--- config.mk ---
export PLATFORM = sky130hd
export DESIGN_NAME = mix_columns_seq_flat
export DESIGN_NICKNAME = d
export VERILOG_FILES = /design/src/rtl/aes_pkg.sv /design/src/rtl/mix_columns_seq_if.sv /design/src/rtl/mix_single_column.sv /design/src/rtl/mix_columns_seq.sv /design/src/flat_wrapper.sv
export SDC_FILE = /design/constraint.sdc
export NUM_CORES = 1
export LEC_CHECK = 0
export ABC_AREA = 1
export BUFFER_PORTS_ARGS = -buffer_cell sky130_fd_sc_hd__buf_4
export CAP_MARGIN = 5
export CORE_MARGIN = 2
export CORE_UTILIZATION = 51
export CTS_CLUSTER_SIZE = 16
export DETAILED_ROUTE_END_ITERATION = 12
export GPL_TIMING_DRIVEN = 0
export PLACE_DENSITY = 0.87
export REMOVE_ABC_BUFFERS = 1
export SLEW_MARGIN = 20
export SYNTH_ARGS = -nofsm -noshare
export SYNTH_HDL_FRONTEND = slang
export SYNTH_HIERARCHICAL = 1
export SYNTH_SLANG_ARGS = --single-unit
--- constraint.sdc ---
create_clock -name clk -period 5 [get_ports clk]
set_input_delay 0.75 -clock clk [delete_from_list [all_inputs] [get_ports clk]]
set_output_delay 0.75 -clock clk [all_outputs]
set_load 0.02 [all_outputs]
--- src/rtl/aes_pkg.sv ---
// Shared AES types, constants and GF(2^8) helpers for the round datapath stages.
package aes_pkg;

  typedef logic [7:0]  byte_t;
  typedef logic [31:0] word_t;

  localparam int unsigned NUM_COLS = 4;
  localparam byte_t       AES_POLY = 8'h1B;

  // Multiply by x modulo x^8 + x^4 + x^3 + x + 1.
  function automatic byte_t xtime(input byte_t b);
    return {b[6:0], 1'b0} ^ (b[7] ? AES_POLY : 8'h00);
  endfunction

  function automatic byte_t gf_mul3(input byte_t b);
    return xtime(b) ^ b;
  endfunction

endpackage

--- src/rtl/mix_columns_seq_if.sv ---
// Start/done handshake and state bus shared by the AES round stages.
interface mix_columns_seq_if;

  logic         enableMixColumns;
  logic [0:127] state;
  logic [0:127] stateOut;
  logic         mixColumnsDone;
  logic         busy;

  modport master (
    output enableMixColumns,
    output state,
    input  stateOut,
    input  mixColumnsDone,
    input  busy
  );

  modport slave (
    input  enableMixColumns,
    input  state,
    output stateOut,
    output mixColumnsDone,
    output busy
  );

endinterface

--- src/rtl/mix_single_column.sv ---
// Combinational forward MixColumns of one 32-bit column; row 0 sits in the top byte.
module mix_single_column
  import aes_pkg::*;
(
  input  word_t col_in,
  output word_t col_out_c
);

  byte_t a0, a1, a2, a3;

  assign a0 = col_in[31:24];
  assign a1 = col_in[23:16];
  assign a2 = col_in[15:8];
  assign a3 = col_in[7:0];

  assign col_out_c = {
    xtime(a0)   ^ gf_mul3(a1) ^ a2          ^ a3,
    a0          ^ xtime(a1)   ^ gf_mul3(a2) ^ a3,
    a0          ^ a1          ^ xtime(a2)   ^ gf_mul3(a3),
    gf_mul3(a0) ^ a1          ^ a2          ^ xtime(a3)
  };

endmodule

--- src/rtl/mix_columns_seq.sv ---
// Column-serial forward AES MixColumns stage with start-edge/done handshake.
module mix_columns_seq
  import aes_pkg::*;
#(
  parameter int unsigned COLS_PER_CYCLE = 1
) (
  input logic              clk,
  input logic              rst,
  mix_columns_seq_if.slave bus
);

  localparam int unsigned NUM_STEPS = NUM_COLS / COLS_PER_CYCLE;
  localparam int unsigned CNT_W     = 2;
  localparam logic [CNT_W-1:0] LAST_CNT = CNT_W'(NUM_STEPS - 1);

  if (!(COLS_PER_CYCLE == 1 || COLS_PER_CYCLE == 2 || COLS_PER_CYCLE == 4)) begin : g_bad_cols
    $error("mix_columns_seq: COLS_PER_CYCLE must be 1, 2 or 4");
  end

  typedef enum logic [1:0] {
    ST_IDLE,
    ST_RUN,
    ST_DONE
  } fsm_e;

  fsm_e             fsm_q, fsm_d;
  logic [CNT_W-1:0] cnt_q, cnt_d;
  logic             en_prev_q, en_prev_d;
  logic [0:127]     st_in_q, st_in_d;
  logic [0:127]     state_out_q, state_out_d;
  logic             done_q, done_d;
  logic             busy_q, busy_d;
  logic             start_c;

  word_t lane_in  [COLS_PER_CYCLE];
  word_t lane_out [COLS_PER_CYCLE];

  // Select the columns handled this step from the captured state.
  always_comb begin
    for (int unsigned i = 0; i < COLS_PER_CYCLE; i++) begin
      logic [1:0] col;
      col        = 2'(32'(cnt_q) * COLS_PER_CYCLE + i);
      lane_in[i] = st_in_q[{col, 5'b0} +: 32];
    end
  end

  for (genvar g = 0; g < int'(COLS_PER_CYCLE); g++) begin : g_lane
    mix_single_column u_col (
      .col_in   (lane_in[g]),
      .col_out_c(lane_out[g])
    );
  end

  assign start_c = bus.enableMixColumns & ~en_prev_q;

  always_comb begin
    fsm_d       = fsm_q;
    cnt_d       = cnt_q;
    en_prev_d   = bus.enableMixColumns;
    st_in_d     = st_in_q;
    state_out_d = state_out_q;
    done_d      = done_q;
    busy_d      = busy_q;

    case (fsm_q)
      ST_IDLE, ST_DONE: begin
        if (start_c) begin
          fsm_d   = ST_RUN;
          st_in_d = bus.state;
          busy_d  = 1'b1;
          done_d  = 1'b0;
          cnt_d   = '0;
        end
      end
      ST_RUN: begin
        // Starts seen here are dropped, not queued.
        for (int unsigned i = 0; i < COLS_PER_CYCLE; i++) begin
          logic [1:0] col;
          col = 2'(32'(cnt_q) * COLS_PER_CYCLE + i);
          state_out_d[{col, 5'b0} +: 32] = lane_out[i];
        end
        cnt_d = cnt_q + CNT_W'(1);
        if (cnt_q == LAST_CNT) begin
          fsm_d  = ST_DONE;
          cnt_d  = '0;
          busy_d = 1'b0;
          done_d = 1'b1;
        end
      end
      default: fsm_d = ST_IDLE;
    endcase
  end

  always_ff @(posedge clk) begin
    if (!rst) begin
      fsm_q       <= ST_IDLE;
      cnt_q       <= '0;
      en_prev_q   <= 1'b0;
      st_in_q     <= '0;
      state_out_q <= '0;
      done_q      <= 1'b0;
      busy_q      <= 1'b0;
    end else begin
      fsm_q       <= fsm_d;
      cnt_q       <= cnt_d;
      en_prev_q   <= en_prev_d;
      st_in_q     <= st_in_d;
      state_out_q <= state_out_d;
      done_q      <= done_d;
      busy_q      <= busy_d;
    end
  end

  assign bus.stateOut       = state_out_q;
  assign bus.mixColumnsDone = done_q;
  assign bus.busy           = busy_q;

endmodule

--- src/flat_wrapper.sv ---
// flat-port wrapper written by rule: the top's interface ports become plain ports
module mix_columns_seq_flat import aes_pkg::*;
#(
  parameter int unsigned COLS_PER_CYCLE = 1
)
  (clk, rst, bus_enableMixColumns, bus_state, bus_stateOut, bus_mixColumnsDone, bus_busy);
  mix_columns_seq_if bus_i ();
  input logic clk;
  input logic rst;
  input wire logic [$bits(bus_i.enableMixColumns)-1:0] bus_enableMixColumns;
  input wire logic [$bits(bus_i.state)-1:0] bus_state;
  output wire logic [$bits(bus_i.stateOut)-1:0] bus_stateOut;
  output wire logic [$bits(bus_i.mixColumnsDone)-1:0] bus_mixColumnsDone;
  output wire logic [$bits(bus_i.busy)-1:0] bus_busy;
  assign bus_i.enableMixColumns = bus_enableMixColumns;
  assign bus_i.state = bus_state;
  assign bus_stateOut = bus_i.stateOut;
  assign bus_mixColumnsDone = bus_i.mixColumnsDone;
  assign bus_busy = bus_i.busy;
  mix_columns_seq #(.COLS_PER_CYCLE(COLS_PER_CYCLE)) u_core (.clk(clk), .rst(rst), .bus(bus_i));
endmodule
==> summary.txt <==
Run status
  – Outcome: finished clean

Critical path
  – Critical Path Source: u_core/cnt_q[0]
  – R2r setup slk: ~1.3 ns
  – Worst path slowest cell: o22ai_1
  – Critical path arrival: 4.14 ns
  – Crit path largest cell delay: 0.71 ns
  – Crit. End Element: flop
  – FF-to-FF End: u_core/bus.stateOut[125]
  – Cells on worst reg2reg path: 15
  – Most used cell, CP: nand2_1
  – Worst-path maximum fanout: 67
  – Critical Path Sink: u_core/bus.stateOut[125]
  – Worst R2R Start: u_core/cnt_q[0]
  – Worst Path Required: roughly 5.5 ns
  – Setup Crit Path Kind: flop to flop
  – Startpoint types: flop
  – Worst-path cell chain: buf_16 > inv_6 > buf_16 > o21ai_0 > o22ai_1 > inv_1 > nand2_1 > nand2_1 > nand2_1 > nand2_1 > xor2_1 > nand3_1 > nand2_1 > nand2_1 > nor2_1

Routing
  – Final wirelength: 38.7 mm
  – Vias: 14100
  – Metal1 wirelength: 16.2 mm
  – DRC violations left: 0
  – Detail-routed via count per cell: 5.26
  – Met2 WL: 18.6 mm
  – Pre-Repair DR Iteration Count: 5
  – Post-detailed-route count of antenna-violating nets: 0
  – Met3 routed WL: 2.71 mm
  – Per-cell routed wire length: 14.4 um
  – DR iter-0 viols: 1267
  – Top routing layer in use: met4

Clock tree
  – Longest Clk Path Bufs: 3
  – H-Tree Depth: 1
  – CTS Buf Count: 28
  – CTS tree: built
  – Clk root buf: clkbuf_16
  – CTS Sinks: 263
  – Resized Gates After CTS: 0
  – Post-CTS setup buffers: 0
  – Hold Buf Count CTS: 0
  – Worst-Skew Late Latency: between 0.5 and 0.6 ns
  – Worst-path clk slew: roughly 0.060 ns

Pwr
  – Sw power: 1.92 mW
  – Pwr Density: 357 nW/um2
  – Combinational power share: 0.259
  – Total power draw: 5.85 mW
  – Reg power frac: 0.388
  – Pint: 3.93 mW
  – Switching portion of total power: 0.328
  – Pleak: 7.78 nW
  – Worst IR Drop VDD: 0.243 mV
  – Clk network pwr share: 0.353

Die
  – Die H: 166 um
  – Core Box Area: 25900 um2
  – Num ports: 261
  – Row count: 59
  – Die area: 27500 um2
  – Die width: 166 um
  – Initial Utilization: 0.515

Finish
  – Nets@finish: between 2000 and 2500
  – Final core utilization: 0.633
  – Commonest non-fill, non-tap cell in the layout: nand2_1
  – Area delta synth->final: 22.9%
  – Most frequent cells in the layout: 919 x nand2_1, 261 x dfxtp_1, 260 x buf_4
  – Share of cells above drive strength 1: 0.148
  – Cell area after layout: 16400 um2
  – Ant. Diodes: 0

STA
  – Final period utilization: 0.734
  – Final Setup Violations: 0
  – Max_slew headroom: 0.387
  – Final Max Slew Viols: 0
  – Hold WS: between 0.4 and 0.5 ns
  – Final Hold Viols: 0
  – Min Tclk post-route: between 3 and 4 ns
  – Setup_tns: 0 ns
  – RSZ-0062 raised after global routing: no
  – Max Freq: roughly 270 MHz
  – Slew @ Worst Pin: 0.919 ns
  – Worst Skew: 0.0119 ns

Run
  – Max_cap viols: 0

Synth
  – Sequential share of the synthesized area: 0.394
  – Synth Register Bits: approximately 260
  – Mapped Area: 13400 um2
  – Netlist cell types: 26
  – Synthesized area per cell: approximately 6.2 um2
  – Area fraction of the dominant cell type after synthesis: 0.394
  – Cells after synthesis: 2166
  – Synth top area cells: dfxtp_1 39%, nand2_1 26%, nand3_1 6.2%
  – Warnings from Yosys: 6
  – Dominant cell type by area after synthesis: dfxtp_1

GRT
  – Vias in the first global route: 13200
  – Grt total ovfl: 0
  – Initial antenna violation count: 0
  – Largest net degree at the start of global routing: 143
  – First-pass GRT wire length: 62.8 mm
  – Total GRT Usage: 0.268

Place
  – Final GP Congestion: around 0.87
  – I/O Buffers: 260
  – Detailed Place HPWL: 25.3 mm
  – Cell Area, Placed: 15500 um2

Worst hold path
  – Hold Path Class: flop to flop
## registers in the layout, indices dropped and copies added (netlist names)
name                       flops
u_core/bus.stateOut          128
u_core/st_in_q               128
u_core/bus.mixColumnsDone      1
u_core/fsm_q                   2
u_core/en_prev_q               1
u_core/cnt_q                   2
u_core/bus.busy                1
## metal layers
metal / global-route usage / vias to the layer above
li1: - / 6986
met1: 0.344 / 6416
met2: 0.462 / 596
met3: 0.0348 / 91
met4: 0.102 / 0
met5: 0 / -
## cell type report
cell class	instances	area (um2)
Clock buffer	41	851
Clock inverter	7	66.3
Fill cell	2335	9500
Inverter	187	724
Multi-Input combinational cell	1574	6790
Sequential cell	263	5270
Tap cell	335	419
Timing Repair Buffer	274	2290
## cell families after synthesis
family                     count (synthesis)  share of synthesized area
AOI/OAI and AO/OA                        230                     0.0892
xor gates and xnor gates                  36                     0.0256
adders and majority gates                  4                    0.00375
buffers and inverters                    329                      0.103
DFF                                      263                      0.394
and+or+nand+nor                         1304                      0.384
## critical path, delay by kind of cell, from the launching register on
kind	cells	cell delay, ns
DFF	1	0.42
and+or+nand+nor	8	0.67
buffers and inverters	4	1.18
xor gates and xnor gates	1	0.41
AOI/OAI and AO/OA	2	0.84
## cells in the mapped netlist
cell and count:
a21oi_1 134, buf_1 1, buf_2 53, buf_4 14
buf_6 1, clkbuf_1 69, clkbuf_2 4, dfxtp_1 263
ha_1 4, inv_1 180, inv_2 5, inv_4 2
nand2_1 923, nand2_2 3, nand3_1 165, nand3_2 1
nand3b_1 1, nand4_1 3, nor2_1 207, nor2_4 1
o21ai_0 64, o22ai_1 32, xnor2_1 9, xnor2_4 1
xor2_1 25, xor2_2 1
## power groups by stage
stage	logic [mW]	clock network, mW	registers [mW]
6_report	1.52	2.06	2.27
3_3_place_gp	1.41	0	2.33
5_1_grt	1.69	2.17	2.28
4_1_cts	1.50	2.09	2.27
2_1_floorplan	0.937	0	2.36
3_5_place_dp	1.49	0	2.31
## worst min-delay path by stage
stage | startpoint | endpoint | slack [ns] | cells past startpoint
CTS | bus_state[122] | u_core/st_in_q[5] | 0.44 | 3
floorplan | u_core/st_in_q[64] | u_core/st_in_q[64] | 0.44 | 2
detailed placement | u_core/st_in_q[95] | u_core/st_in_q[95] | 0.45 | 2
finish | u_core/st_in_q[95] | u_core/st_in_q[95] | 0.46 | 2
global placement | u_core/bus.mixColumnsDone | u_core/bus.mixColumnsDone | 0.44 | 2
global route | bus_state[122] | u_core/st_in_q[5] | 0.44 | 3
## metrics by stage
stage	instances	setup WS, ns
global route	2681	1.04
floorplan	2024	-1.57
global placement	2619	-6.19
CTS	2681	1.38
finish	2681	1.33
detailed placement	2633	1.41
Note: power is estimated with default switching activity, not from simulation.
